$ cat config.mk
export PLATFORM = sky130hd
export DESIGN_NAME = fp_add_pipelined
export DESIGN_NICKNAME = d
export VERILOG_FILES = /design/src/rtl/fp_add_pipelined.sv
export SDC_FILE = /design/constraint.sdc
export NUM_CORES = 1
export LEC_CHECK = 0
export CAP_MARGIN = 0
export CORE_MARGIN = 1
export CORE_UTILIZATION = 39
export DETAILED_ROUTE_END_ITERATION = 10
export HOLD_SLACK_MARGIN = 0.1
export PLACE_DENSITY = 0.62
export SETUP_SLACK_MARGIN = 0.4
export SYNTH_ARGS = -nofsm -noshare
export SYNTH_HDL_FRONTEND = slang
export SYNTH_SLANG_ARGS = --single-unit
export TNS_END_PERCENT = 5
$ cat constraint.sdc
create_clock -name clk -period 33.4 [get_ports clk]
set_input_delay 5.01 -clock clk [delete_from_list [all_inputs] [get_ports clk]]
set_output_delay 5.01 -clock clk [all_outputs]
set_load 0.02 [all_outputs]
$ cat src/rtl/fp_add_pipelined.sv
// rtl/fp_add_pipelined.sv - fixed-latency IEEE-754 binary32 adder/subtractor, one op per clock
// Flush-to-zero on denormal inputs and results; round to nearest, ties to even.
module fp_add_pipelined #(
  parameter int LAT = 3
) (
  input  logic        clk,
  input  logic        rst,
  input  logic [31:0] a,
  input  logic [31:0] b,
  input  logic        en,
  input  logic        sub,
  output logic [31:0] y
);

  typedef struct packed {
    logic        v;
    logic        s;
    logic [31:0] a;
    logic [31:0] b;
  } op_t;

  op_t in_op;
  op_t core_op;

  assign in_op = {en, sub, a, b};

  // The first LAT-1 stages carry the captured operands; the arithmetic feeds the y register,
  // leaving retiming free to spread the logic across the stages.
  generate
    if (LAT == 1) begin : g_direct
      assign core_op = in_op;
    end else begin : g_dly
      op_t dly [LAT-1];
      always_ff @(posedge clk) begin
        if (rst) begin
          for (int i = 0; i < LAT - 1; i++) dly[i].v <= 1'b0;
        end else begin
          dly[0] <= in_op;
          for (int i = 1; i < LAT - 1; i++) dly[i] <= dly[i-1];
        end
      end
      assign core_op = dly[LAT-2];
    end
  endgenerate

  logic              sa, sb, sl, ss;
  logic [7:0]        ea, eb, el, es, ediff;
  logic [22:0]       fa, fb;
  logic [23:0]       ml, ms;
  logic              nan_a, nan_b, inf_a, inf_b, zero_a, zero_b, swap;
  logic [26:0]       sh, al;
  logic              sticky, found;
  logic [27:0]       sum;
  logic [4:0]        lz;
  logic [26:0]       nm;
  logic signed [9:0] ne, ne_r;
  logic              rnd;
  logic [23:0]       rf;
  logic [31:0]       res;

  always_comb begin
    sa     = core_op.a[31];
    ea     = core_op.a[30:23];
    fa     = core_op.a[22:0];
    sb     = core_op.b[31] ^ core_op.s;
    eb     = core_op.b[30:23];
    fb     = core_op.b[22:0];
    nan_a  = (ea == 8'hff) && (fa != 23'd0);
    nan_b  = (eb == 8'hff) && (fb != 23'd0);
    inf_a  = (ea == 8'hff) && (fa == 23'd0);
    inf_b  = (eb == 8'hff) && (fb == 23'd0);
    zero_a = (ea == 8'd0);
    zero_b = (eb == 8'd0);

    // {exp,frac} compares as magnitude for normal operands
    swap = core_op.b[30:0] > core_op.a[30:0];
    {sl, el, ml} = swap ? {sb, eb, 1'b1, fb} : {sa, ea, 1'b1, fa};
    {ss, es, ms} = swap ? {sa, ea, 1'b1, fa} : {sb, eb, 1'b1, fb};
    ediff = el - es;

    sh     = 27'd0;
    sticky = 1'b1;
    al     = 27'd1;
    if (ediff < 8'd27) begin
      sh     = {ms, 3'b000} >> ediff;
      sticky = |({ms, 3'b000} & ~({27{1'b1}} << ediff));
      al     = {sh[26:1], sh[0] | sticky};
    end

    sum = (sl == ss) ? ({1'b0, ml, 3'b000} + {1'b0, al})
                     : ({1'b0, ml, 3'b000} - {1'b0, al});

    lz    = 5'd0;
    found = 1'b0;
    for (int i = 26; i >= 0; i--) begin
      if (!found && sum[i]) begin
        lz    = 5'(26 - i);
        found = 1'b1;
      end
    end

    if (sum[27]) begin
      nm = {sum[27:2], sum[1] | sum[0]};
      ne = $signed({2'b00, el}) + 10'sd1;
    end else begin
      nm = sum[26:0] << lz;
      ne = $signed({2'b00, el}) - $signed({5'b00000, lz});
    end

    rnd  = nm[2] & (nm[1] | nm[0] | nm[3]);
    rf   = {1'b0, nm[25:3]} + 24'(rnd);
    ne_r = ne + $signed({9'd0, rf[23]});

    if (nan_a || nan_b || (inf_a && inf_b && (sa != sb))) begin
      res = 32'h7fc0_0000;
    end else if (inf_a) begin
      res = {sa, 8'hff, 23'd0};
    end else if (inf_b) begin
      res = {sb, 8'hff, 23'd0};
    end else if (zero_a && zero_b) begin
      res = {sa & sb, 31'd0};
    end else if (zero_a) begin
      res = {sb, core_op.b[30:0]};
    end else if (zero_b) begin
      res = {sa, core_op.a[30:0]};
    end else if (!nm[26]) begin
      res = 32'h0000_0000;
    end else if (ne_r >= 10'sd255) begin
      res = {sl, 8'hff, 23'd0};
    end else if (ne_r <= 10'sd0) begin
      res = {sl, 31'd0};
    end else begin
      res = {sl, ne_r[7:0], rf[22:0]};
    end
  end

  always_ff @(posedge clk) begin
    if (rst) begin
      y <= 32'h0000_0000;
    end else if (core_op.v) begin
      y <= res;
    end
  end

endmodule

-- Word-level counts from Yosys, hierarchy flattened
Memory sizes are Yosys's and may differ from the RTL's.
Cells that the tools add are included.
- memory bits (writable): 132
- register bits: 32
- memories: 1
- bits of input ports: 68
- output and inout port bits: 32
- order comparisons: 4
- shift operators: 3
- eq/ne operators: 4
- add/subtract/negate cells: 7
- reductions and logical operators: 68
- bitwise operators: 11
- multiplexer cells: 72
- memories (memory ; words ; width ; rd ports ; clocked after memory_dff ; wr ports ; RTL line ; source):
    g_dly.dly ; 2 ; 66 ; 2 ; 0 ; 2 ; 33 ; op_t dly [LAT-1];
- operator list (kind ; number):
    $mux 32 ; 7
    $mux 5 ; 25
    $mux 33 ; 2
    $mux 31 ; 2
    $mux 27 ; 2
    $logic_not 23->1 ; 2
    $reduce_bool 23->1 ; 2
    $logic_and 1x1->1 ; 33
    $mux 1 ; 32
    $gt 31x31->1 ; 1
    $add 27x27->28 ; 1
    $mux 28 ; 1
    $sub 27x27->28 ; 1
    $and 27x27->27 ; 1
    $not 27->27 ; 1
    $reduce_or 27->1 ; 1
    $shl 27x5->27 ; 1
    $shl 27x8->27 const A ; 1
    $shr 27x8->27 ; 1
    $logic_not 1->1 ; 26
    $add 23x1->24 ; 1
    $eq 8x8->1 const B ; 2
    $logic_not 8->1 ; 2
    $add 10x2->10 ; 1
    other kinds (13) ; 20

-- Longest topological paths before layout
Gate-level depths: netlist (run 1).
An unclocked memory read counts as a cell.
- depth after elaboration: 108
- depth in mapped cells: 76

-- Least setup slack after synthesis (run 1)
Ideal clock, no wire load.
- path type: register to register
- start: memory g_dly.dly[0][94] (netlist name)
- end: register y[20]
- clock period less this slack: 14.564 ns
- arrival: 14.442 ns
- path slack: 18.836 ns
- path buffers: 15
- library setup time: 0.122 ns
- stages on the path, launching flop included: 72
- path through: edfxtp_1 -> ha_1 -> buf_2 -> nand4_4 -> or4_4 -> nor4_4 -> a21o_1 -> buf_2 -> nand2_1 -> clkbuf_1 -> clkbuf_1 -> clkbuf_1 -> buf_1 -> mux2i_1 -> ha_1 -> clkbuf_1 -> clkbuf_1 -> buf_1 -> [36 not listed] -> nor2_1 -> nor3_1 -> or4b_4 -> nor4b_4 -> nand2_1 -> nor3_1 -> ha_1 -> ha_1 -> nand3_1 -> nor3_1 -> a21oi_1 -> or4_1 -> and3_1 -> clkbuf_1 -> and3_1 -> clkbuf_1 -> o21a_1 -> a221o_1
- RTL lines (item ; RTL line ; source):
    start, declared ; 33 ;
    end signal, assigned ; 141 ; y <= res;
    end, declared ; 12 ; output logic [31:0] y

==> results.toml, run 1 <==
[status]
outcome = "finished, final reports clean"

[setup_path]
reg2regPathDepth = 52
cp_max_fo = 40
start_kind = "flop"
cp.arrival_ns = 18.04
cpMostUsedCell = "a21oi_1"
critPathKind = "reg -> reg"
r2r-end = "y[20]$_SDFFE_PP0P_"
slowest_delay_ns = 1.06
regToRegSetupSlack_ns = 15.69
critPathSlowestCell = "a311oi_1"
crit_required_ns = 33.73
r2r-start = "g_dly.dly[0][89]$_DFFE_PN_"
crit_path_end_kind = "flop"

[synthesis]
ys_seq_elements = 164
synthFlopType = "edfxtp_1"
synth_cell_types = 121
synth_edf_count = 130
synthArstFlopShare_pct = 0
synth_area_um2 = 18200
seq_area_frac_synth_pct = 25.2
syn-num-nets = 2466
ys_warn_count = 0
synth_cells = 2307
avgSynthCellArea_um2 = 7.87

[sta]
period_share_pct = 53.0
period_minus_slack_ns = 17.71
whs_ns = 0.460
finalHoldViolCount = 0
fin_worst_skew_ns = 0.0154
drv_slew = 0
worst_slew_pin_slew_ns = 1.27
setup_viol_count_final = 0
max_freq_ghz = 0.0565
rsz0062_at_grt = "no"
slew_headroom_pct = 13.7
fin_setup_tns_ns = 0

[routing]
antenna_left = 0
via_count = 19000
drc_errors = 0
firstDrtPassIters = 6
vias_per_cell = 6.50
wl_um = 77800
routedWlPerCell_um = 26.7
drt_iter0_markers = 2130

[cells_and_area]
drive_gt1_share_pct = 6.61
multi_input_area_um2 = 12600
antenna_cells = 0
layout_common_cells = "216 x nand2_1, 194 x nor2_1, 192 x a21oi_1"
syn2layout_area_growth_pct = 10.9
final_cells = 2916
final_common_cell = "nand2_1"
regArea_um2 = 4580
fin_nets = 2462
num-fill-cells = 4561

[clock_tree]
ctsRootBufferMaster = "clkbuf_16"
max-clock-path-buffers = 2
cts_buffers = 17
cts_setup_buffers = 0
clkTransAtPathRegs_ns = 0.08
cts_max_level = 4
post_cts_resized = 0
clock_latency_ns = 0.45
cts_sinks = 164
ctsHoldBuffers = 0
cts_tree = "yes"

[pwr]
ir_worst_vdd_uv = 62.4
p_per_area_nw_per_um2 = 58.7
leakage_nw = 7.59
p_total_mw = 1.18

[die]
fp.dieH_um = 218
start_util_pct = 39.8
die_area_um2 = 47400
die_x_um = 218
pin_count = 100
core_um2 = 45700
rows = 78

[flow_run]
drv_cap = 0

[global_route]
antenna_found_initial = 0
grt_use_total_pct = 32.3
grt_start_max_net_pins = 84
grt_pass1_wl_um = 115000
overflow = 0
grt_pass1_vias = 17800

[placement]
place.gp.congestion = 1.03
io_buffers = 99
place_hpwl_um = 60100
dp.cells = 2884

[hold_path]
hp-class = "reg -> reg"
hold-path-cell-count = 1
hp-start = "g_dly.dly[0][65]$_SDFF_PP0_"
holdPathEnd = "g_dly.dly[0][131]$_SDFF_PP0_"
[critical path: cells and delay by family (launching register included)]
family,cells,cell delay (ns)
flops,1,0.50
fa+ha+maj,5,1.63
mux,2,0.49
buf+inv,3,1.26
compound gates,24,7.10
simple gates,18,6.54
[routing by layer]
layer  wire [um]  part of all wire, %  track usage (%)  vias to the layer above
li1            -                    -                -                     8580
met5           0                    0                0                        -
met1       31600                   41             41.2                     9067
met4        4210                  5.4             17.1                        0
met2       35200                   45             51.6                     1095
met3        6670                  8.6             6.21                      222
[cells in the mapped netlist (8+ instances only)]
| library cell | number | share of area (%) |
|---|---|---|
| a31oi_1 | 23 | 0.79 |
| buf_2 | 19 | 0.52 |
| o221ai_1 | 11 | 0.53 |
| o21ai_1 | 19 | 0.52 |
| a22oi_1 | 17 | 0.70 |
| nor2_1 | 196 | 4.1 |
| a221o_1 | 12 | 0.66 |
| edfxtp_1 | 130 | 21 |
| and3_1 | 21 | 0.72 |
| o211a_1 | 8 | 0.44 |
| dfxtp_1 | 34 | 3.7 |
| nand2_1 | 217 | 4.5 |
| nand2b_1 | 15 | 0.52 |
| xor2_1 | 22 | 1.1 |
| o21bai_1 | 17 | 0.70 |
| mux4_2 | 9 | 1.1 |
| xnor2_1 | 40 | 1.9 |
| a21o_1 | 39 | 1.6 |
| o31ai_1 | 17 | 0.70 |
| o211ai_1 | 30 | 1.2 |
| nor3_1 | 48 | 1.3 |
| a21oi_1 | 192 | 5.3 |
| mux2_2 | 11 | 0.68 |
| a311oi_1 | 12 | 0.58 |
| a211oi_1 | 50 | 2.1 |
| nand3_1 | 76 | 2.1 |
| or3_1 | 13 | 0.45 |
| inv_1 | 99 | 2.0 |
| and2_1 | 23 | 0.79 |
| o21ai_0 | 136 | 3.7 |
| mux2i_1 | 82 | 4.5 |
| o22ai_1 | 20 | 0.69 |
| clkbuf_1 | 114 | 2.4 |
| buf_1 | 11 | 0.23 |
| nor4_1 | 19 | 0.65 |
| nand4_1 | 42 | 1.4 |
| nor2b_1 | 161 | 5.5 |
| ha_1 | 89 | 6.1 |
| o21a_1 | 8 | 0.33 |
[how the worst max path moves through the flow]
stage	to	startpoint	slack [ns]
after global routing	y[12]$_SDFFE_PP0P_	g_dly.dly[0][89]$_DFFE_PN_	14.93
after detailed placement	y[20]$_SDFFE_PP0P_	g_dly.dly[0][89]$_DFFE_PN_	16.18
after floorplan	y[20]$_SDFFE_PP0P_	g_dly.dly[0][94]$_DFFE_PN_	18.84
after CTS	y[20]$_SDFFE_PP0P_	g_dly.dly[0][89]$_DFFE_PN_	16.11
after global placement	y[20]$_SDFFE_PP0P_	g_dly.dly[0][89]$_DFFE_PN_	16.25
final	y[20]$_SDFFE_PP0P_	g_dly.dly[0][89]$_DFFE_PN_	15.69
[area by class of cell]
class	count	share of cell area, %
inverter	105	1.98
clock buffer	17	2.11
sequential	164	22.8
clock inverter	15	1.01
tap	600	3.73
multi-input combinational	1887	62.4
timing repair buffer	128	5.99
[through the flow]
stage | area [um^2] | setup slack [ns] | utilization [%]
floorplan | 18200 | 18.84 | -
global placement | 19500 | 16.25 | 42.7
detailed placement | 19500 | 16.18 | 42.7
CTS | 20100 | 16.11 | 44.1
global route | 20100 | 14.93 | 44.1
finish | 20100 | 15.69 | 44.1
[registers in the layout, indices dropped and copies added, names as in the netlist]
| name | cells |
|---|---|
| g_dly.dly | 132 |
| y | 32 |
[cells by family after synthesis]
group                    synth area share (%)
AO/OA/AOI/OAI                            27.7
XOR/XNOR                                 3.17
adder cells (fa/ha/maj)                  6.46
buffers and inverters                    5.64
flip-flops                               25.2
multiplexers                             6.52
AND/OR/NAND/NOR                          25.2
[where the power goes]
group / leakage, nW / switching [mW] / internal, mW
combinational: 5.71 / 0.481 / 0.238
clock: 0.307 / 0.0965 / 0.110
sequential: 1.57 / 0.0202 / 0.237
total: 7.59 / 0.598 / 0.585
No activity file was read; power rests on OpenSTA's default activity.
==> inputs of run 2 (changes only) <==
--- a/config.mk
+++ b/config.mk
@@ -10,7 +10,7 @@
 export CORE_UTILIZATION = 39
 export DETAILED_ROUTE_END_ITERATION = 10
 export HOLD_SLACK_MARGIN = 0.1
-export PLACE_DENSITY = 0.62
+export PLACE_DENSITY = 0.64
 export SETUP_SLACK_MARGIN = 0.4
 export SYNTH_ARGS = -nofsm -noshare
 export SYNTH_HDL_FRONTEND = slang
==> constraint.sdc (replaced) <==
create_clock -name clk -period 15.68 [get_ports clk]
set_input_delay 2.352 -clock clk [delete_from_list [all_inputs] [get_ports clk]]
set_output_delay 2.352 -clock clk [all_outputs]
set_load 0.02 [all_outputs]
==> run 2 against run 1 <==
  * Total power up 120%
  * Die area stayed put
  * Critical endpoint unchanged
  * Cell area increased by 2.5%
==> results.toml, run 2 (synthesis gave the netlist of run 1 again) <==
[global_route]
grt_pass1_wl_um = 118000
grt_start_max_net_pins = 84
grt_pass1_vias = 18300
antenna_found_initial = 0
grt_use_total_pct = 33.3
overflow = 0

[setup_path]
cp_max_fo = 29
start_kind = "flop"
crit_path_end_kind = "flop"
critPathSlowestCell = "or4_4"
regToRegSetupSlack_ns = 1.21
critPathKind = "reg -> reg"
cp.arrival_ns = 14.82
reg2regPathDepth = 52
r2r-end = "y[20]$_SDFFE_PP0P_"
crit_required_ns = 16.03
slowest_delay_ns = 0.59
r2r-start = "g_dly.dly[0][125]$_DFFE_PN_"

[pwr]
combPwrFrac_pct = 62.3
p_clk_share_pct = 16.7
p_sw_mw = 1.30
seqPwrFrac_pct = 21.0
ir_worst_vdd_uv = 112
swShare_pct = 50.0
p_total_mw = 2.60
p_per_area_nw_per_um2 = 126
cellInternalPower_mw = 1.30
leakage_nw = 7.89

[die]
start_util_pct = 39.8
core_um2 = 45700
pin_count = 100
fp.dieH_um = 218
rows = 78
die_x_um = 218
die_area_um2 = 47400

[placement]
dp.cells = 2940
place.gp.congestion = 0.990
io_buffers = 99
preCtsSetupSlack_ns = 0.763
place_hpwl_um = 62800

[cells_and_area]
drive_gt1_share_pct = 9.26
largestRegisters = "g_dly.dly: 132 flops, y: 32 flops"
syn2layout_area_growth_pct = 13.7
top_register = "g_dly.dly"
largest_register_ffs = 132
final_cells = 2976
antenna_cells = 0
fin_nets = 2522
final_common_cell = "nand2_1"
layout_common_cells = "215 x nand2_1, 193 x nor2_1, 191 x a21oi_1"

[routing]
drc_errors = 0
via_count = 19200
drt_iter0_markers = 1999
vias_per_cell = 6.46
routedWlPerCell_um = 26.8
wl_um = 79900
antenna_left = 0
firstDrtPassIters = 6

[sta]
setup_slack_ns = 1.21
fin_worst_skew_ns = 0.0257
slew_headroom_pct = 9.77
rsz0062_at_grt = "no"
max_freq_ghz = 0.0691
setup_viol_count_final = 0
drv_slew = 0
worst_slew_pin_slew_ns = 1.33
finalHoldViolCount = 0
fin_setup_tns_ns = 0
period_share_pct = 92.3
period_minus_slack_ns = 14.47

[status]
outcome = "finished, final reports clean"

[clock_tree]
cts_buffers = 17
cts_tree = "yes"
clock_latency_ns = 0.45
clkTransAtPathRegs_ns = 0.08
cts_sinks = 164
ctsHoldBuffers = 0
cts_max_level = 4
ctsRootBufferMaster = "clkbuf_16"
max-clock-path-buffers = 2

[flow_run]
drv_cap = 0

[hold_path]
hp-start = "g_dly.dly[0][65]$_SDFF_PP0_"
hp-class = "reg -> reg"
hold-path-cell-count = 1
holdPathEnd = "g_dly.dly[0][131]$_SDFF_PP0_"
## run 2: cell types whose count changed in the layout (fill, tap and decap cells not counted), moves of 2 or more
cell      delta
buf_12       +2
buf_4       +57
clkinv_4     +2
clkinv_8     -2
ha_1         -2
ha_2         +2
inv_6        -2
inv_8        +2
o21ai_0      -2
o21ai_1      +2
## run 2: power groups by stage
stage | Clock, mW | Combinational [mW] | Sequential, mW
global route | 0.455 | 1.71 | 0.547
floorplan | 0 | 1.02 | 0.542
finish | 0.433 | 1.62 | 0.545
detailed placement | 0 | 1.56 | 0.553
CTS | 0.442 | 1.57 | 0.543
global placement | 0 | 1.57 | 0.553
## run 2: worst max-delay path: cells and delay by family, from the launching register on
kind            cells  cell delay, ns
fa+ha+maj           5            1.49
flops               1            0.47
compound gates     20            5.55
mux                 1            0.12
simple gates       21            5.59
buf+inv             4            0.79
xor+xnor            1            0.32
## run 2: cell type report
| type | instances | area [um^2] |
|---|---|---|
| clock buffers | 18 | 439 |
| repair buffers | 188 | 1690 |
| flip-flops and latches | 164 | 4580 |
| well taps | 600 | 751 |
| inverters | 105 | 399 |
| multi-input cells | 1887 | 12600 |
| fillers | 4604 | 25000 |
| clock inverters | 14 | 176 |
## run 2: stage by stage
step | hold WS, ns | util [%] | cell area [um^2]
2_1_floorplan | 0.414 | - | 18200
3_3_place_gp | 0.427 | 43.7 | 20000
3_5_place_dp | 0.425 | 43.7 | 20000
4_1_cts | 0.443 | 45.0 | 20600
5_1_grt | 0.464 | 45.2 | 20600
6_report | 0.444 | 45.2 | 20600
## run 2: worst max path at each step
stage	slack, ns	endpoint	startpoint
3_5_place_dp	0.76	y[20]$_SDFFE_PP0P_	g_dly.dly[0][92]$_DFFE_PN_
3_3_place_gp	0.96	y[20]$_SDFFE_PP0P_	g_dly.dly[0][92]$_DFFE_PN_
5_1_grt	0.38	y[5]$_SDFFE_PP0P_	g_dly.dly[0][125]$_DFFE_PN_
4_1_cts	0.70	y[20]$_SDFFE_PP0P_	g_dly.dly[0][92]$_DFFE_PN_
2_1_floorplan	1.12	y[20]$_SDFFE_PP0P_	g_dly.dly[0][94]$_DFFE_PN_
6_report	1.21	y[20]$_SDFFE_PP0P_	g_dly.dly[0][125]$_DFFE_PN_
## run 2: layer usage
| layer | wire, um | vias to the layer above | GRT usage (%) |
|---|---|---|---|
| met5 | 0 | - | 0 |
| met4 | 4690 | 0 | 18.0 |
| met3 | 5720 | 235 | 4.76 |
| met2 | 36700 | 971 | 54.3 |
| met1 | 32800 | 9320 | 42.4 |
| li1 | - | 8695 | - |
## run 2: timing repair
item | in CTS | in global routing
buffers inserted | 0 | 4
hold endpoints to repair | 0 | 0
resized for setup | 0 | 12
setup endpoints to repair | 0 | 31
==> inputs of run 3 (changes only) <==
--- a/config.mk
+++ b/config.mk
@@ -10,6 +10,7 @@
 export CORE_UTILIZATION = 39
 export DETAILED_ROUTE_END_ITERATION = 10
 export HOLD_SLACK_MARGIN = 0.1
+export MAX_ROUTING_LAYER = met4
 export PLACE_DENSITY = 0.64
 export SETUP_SLACK_MARGIN = 0.4
 export SYNTH_ARGS = -nofsm -noshare
==> run 3 against run 2 <==
  * Sequential cell count did not move
  * Critical path type unchanged
  * Sequential share of layout area fell by 0.14 points
  * Register-to-register slack got worse by 0.10 ns
  * Hold slack improved by 0.019 ns
==> results.toml, run 3 (synthesis gave the netlist of run 1 again) <==
[clock_tree]
cts_buffers = 17
cts_tree = "yes"
clock_latency_ns = 0.45
cts_max_level = 4
clkTransAtPathRegs_ns = 0.07
ctsRootBufferMaster = "clkbuf_16"
max-clock-path-buffers = 2
cts_sinks = 164

[sta]
finalHoldViolCount = 0
drv_slew = 0
period_share_pct = 92.9
max_freq_ghz = 0.0686
fin_worst_skew_ns = 0.0204
worst_slew_pin_slew_ns = 1.43
slew_headroom_pct = 3.85
rsz0062_at_grt = "no"
whs_ns = 0.462
setup_viol_count_final = 0
fin_setup_tns_ns = 0
period_minus_slack_ns = 14.57
setup_slack_ns = 1.11

[setup_path]
critPathSlowestCell = "edfxtp_1"
crit_required_ns = 16.01
critPathKind = "reg -> reg"
slowest_delay_ns = 0.59
start_kind = "flop"
cpMostUsedCell = "a21oi_1"
cp.arrival_ns = 14.91
crit_path_end_kind = "flop"
cp_max_fo = 13

[routing]
via_count = 19200
firstDrtPassIters = 6
drc_errors = 0
vias_per_cell = 6.42
antenna_left = 0
wl_um = 80700
drt_iter0_markers = 2046
routedWlPerCell_um = 27.0

[die]
start_util_pct = 39.8
core_um2 = 45700
rows = 78
die_x_um = 218
fp.dieH_um = 218
pin_count = 100
die_area_um2 = 47400

[cells_and_area]
largest_register_ffs = 132
fin_nets = 2531
final_common_cell = "nand2_1"
regArea_um2 = 4580
multi_input_area_um2 = 12700
syn2layout_area_growth_pct = 14.4
layout_common_cells = "214 x nand2_1, 192 x nor2_1, 191 x a21oi_1"
final_cells = 2986
num-fill-cells = 4611
largestRegisters = "g_dly.dly: 132 flops, y: 32 flops"
top_register = "g_dly.dly"
utilization_pct = 45.5
drive_gt1_share_pct = 9.94

[global_route]
grt_pass1_wl_um = 118000
use_met2_pct = 54.8
overflow = 0
use_met1_pct = 43.1
grt_start_max_net_pins = 84
grt_use_total_pct = 34.5
grt_pass1_vias = 18100
met3_usage_pct = 4.14
grt-busiest-layer = "met2"
antenna_found_initial = 0

[pwr]
cellInternalPower_mw = 1.31
p_per_area_nw_per_um2 = 125
swShare_pct = 49.6
ir_worst_vdd_uv = 136
leakage_nw = 7.93
p_clk_share_pct = 16.8
combPwrFrac_pct = 62.3
p_sw_mw = 1.29
seqPwrFrac_pct = 20.9

[placement]
place.gp.congestion = 1.02
preCtsSetupSlack_ns = 0.426
io_buffers = 99
place_hpwl_um = 63500
dp.cells = 2947

[status]
outcome = "finished, final reports clean"

[hold_path]
hp-class = "reg -> reg"

[flow_run]
drv_cap = 0
## run 3: changes by cell type in the layout (fill, tap and decap cells not counted), sizes merged
cell      previous run  this run
buf                 90        99
clkinv               7         5
bufinv               1         2
clkinvlp             0         1
diode                0         1
## run 3: final cells by class
cell class	count	area share, %
Tap cell	600	3.61
Sequential cell	164	22.1
Antenna cell	1	0.0120
Clock buffer	18	2.07
Multi-Input combinational cell	1887	61.0
Clock inverter	14	0.885
Inverter	105	1.91
Timing Repair Buffer	197	8.45
## run 3: worst paths after layout
kind | from | end | slack, ns | cells after the start
worst max-delay path | g_dly.dly[0][103]$_DFFE_PN_ | y[20]$_SDFFE_PP0P_ | 1.11 | 52
worst min-delay path | g_dly.dly[0][65]$_SDFF_PP0_ | g_dly.dly[0][131]$_SDFF_PP0_ | 0.46 | 1
worst max register to register | g_dly.dly[0][103]$_DFFE_PN_ | y[20]$_SDFFE_PP0P_ | 1.11 | 52
worst min register to register | g_dly.dly[0][65]$_SDFF_PP0_ | g_dly.dly[0][131]$_SDFF_PP0_ | 0.46 | 1
## run 3: worst max-delay path, delay by kind of cell, from the launching register on
kind	cells	cell delay, ns
simple gates	21	6.25
fa+ha+maj	5	1.55
buf+inv	3	0.44
flops	1	0.59
mux	1	0.16
compound gates	21	5.12
xor+xnor	1	0.37
## run 3: per-layer routing
layer  vias up  routed length [um]
met5         -                   0
met4         0                4760
met3       232                5810
met2      1066               37100
met1      9142               33000
li1       8729                   -
## run 3: what timing repair did
item	4_1_cts	5_1_grt
hold buffers	0	0
gates resized for setup	1	21
gates cloned	0	0
setup buffers	0	6
endpoints found under the hold margin	0	0
pin swaps	0	4
endpoints found under the setup margin	4	31
## run 3: power groups by stage
stage	sequential (mW)	combinational [mW]	clock (mW)
finish	0.543	1.62	0.435
floorplan	0.542	1.02	0
CTS	0.541	1.55	0.444
global route	0.544	1.71	0.460
global placement	0.550	1.56	0
detailed placement	0.551	1.55	0
## run 3: per-stage QoR
| step | area (um^2) | power [mW] |
|---|---|---|
| after CTS | 20600 | 2.54 |
| after global placement | 20000 | 2.11 |
| after global routing | 20800 | 2.71 |
| after floorplan | 18200 | 1.56 |
| after detailed placement | 20000 | 2.10 |
| final | 20800 | 2.60 |
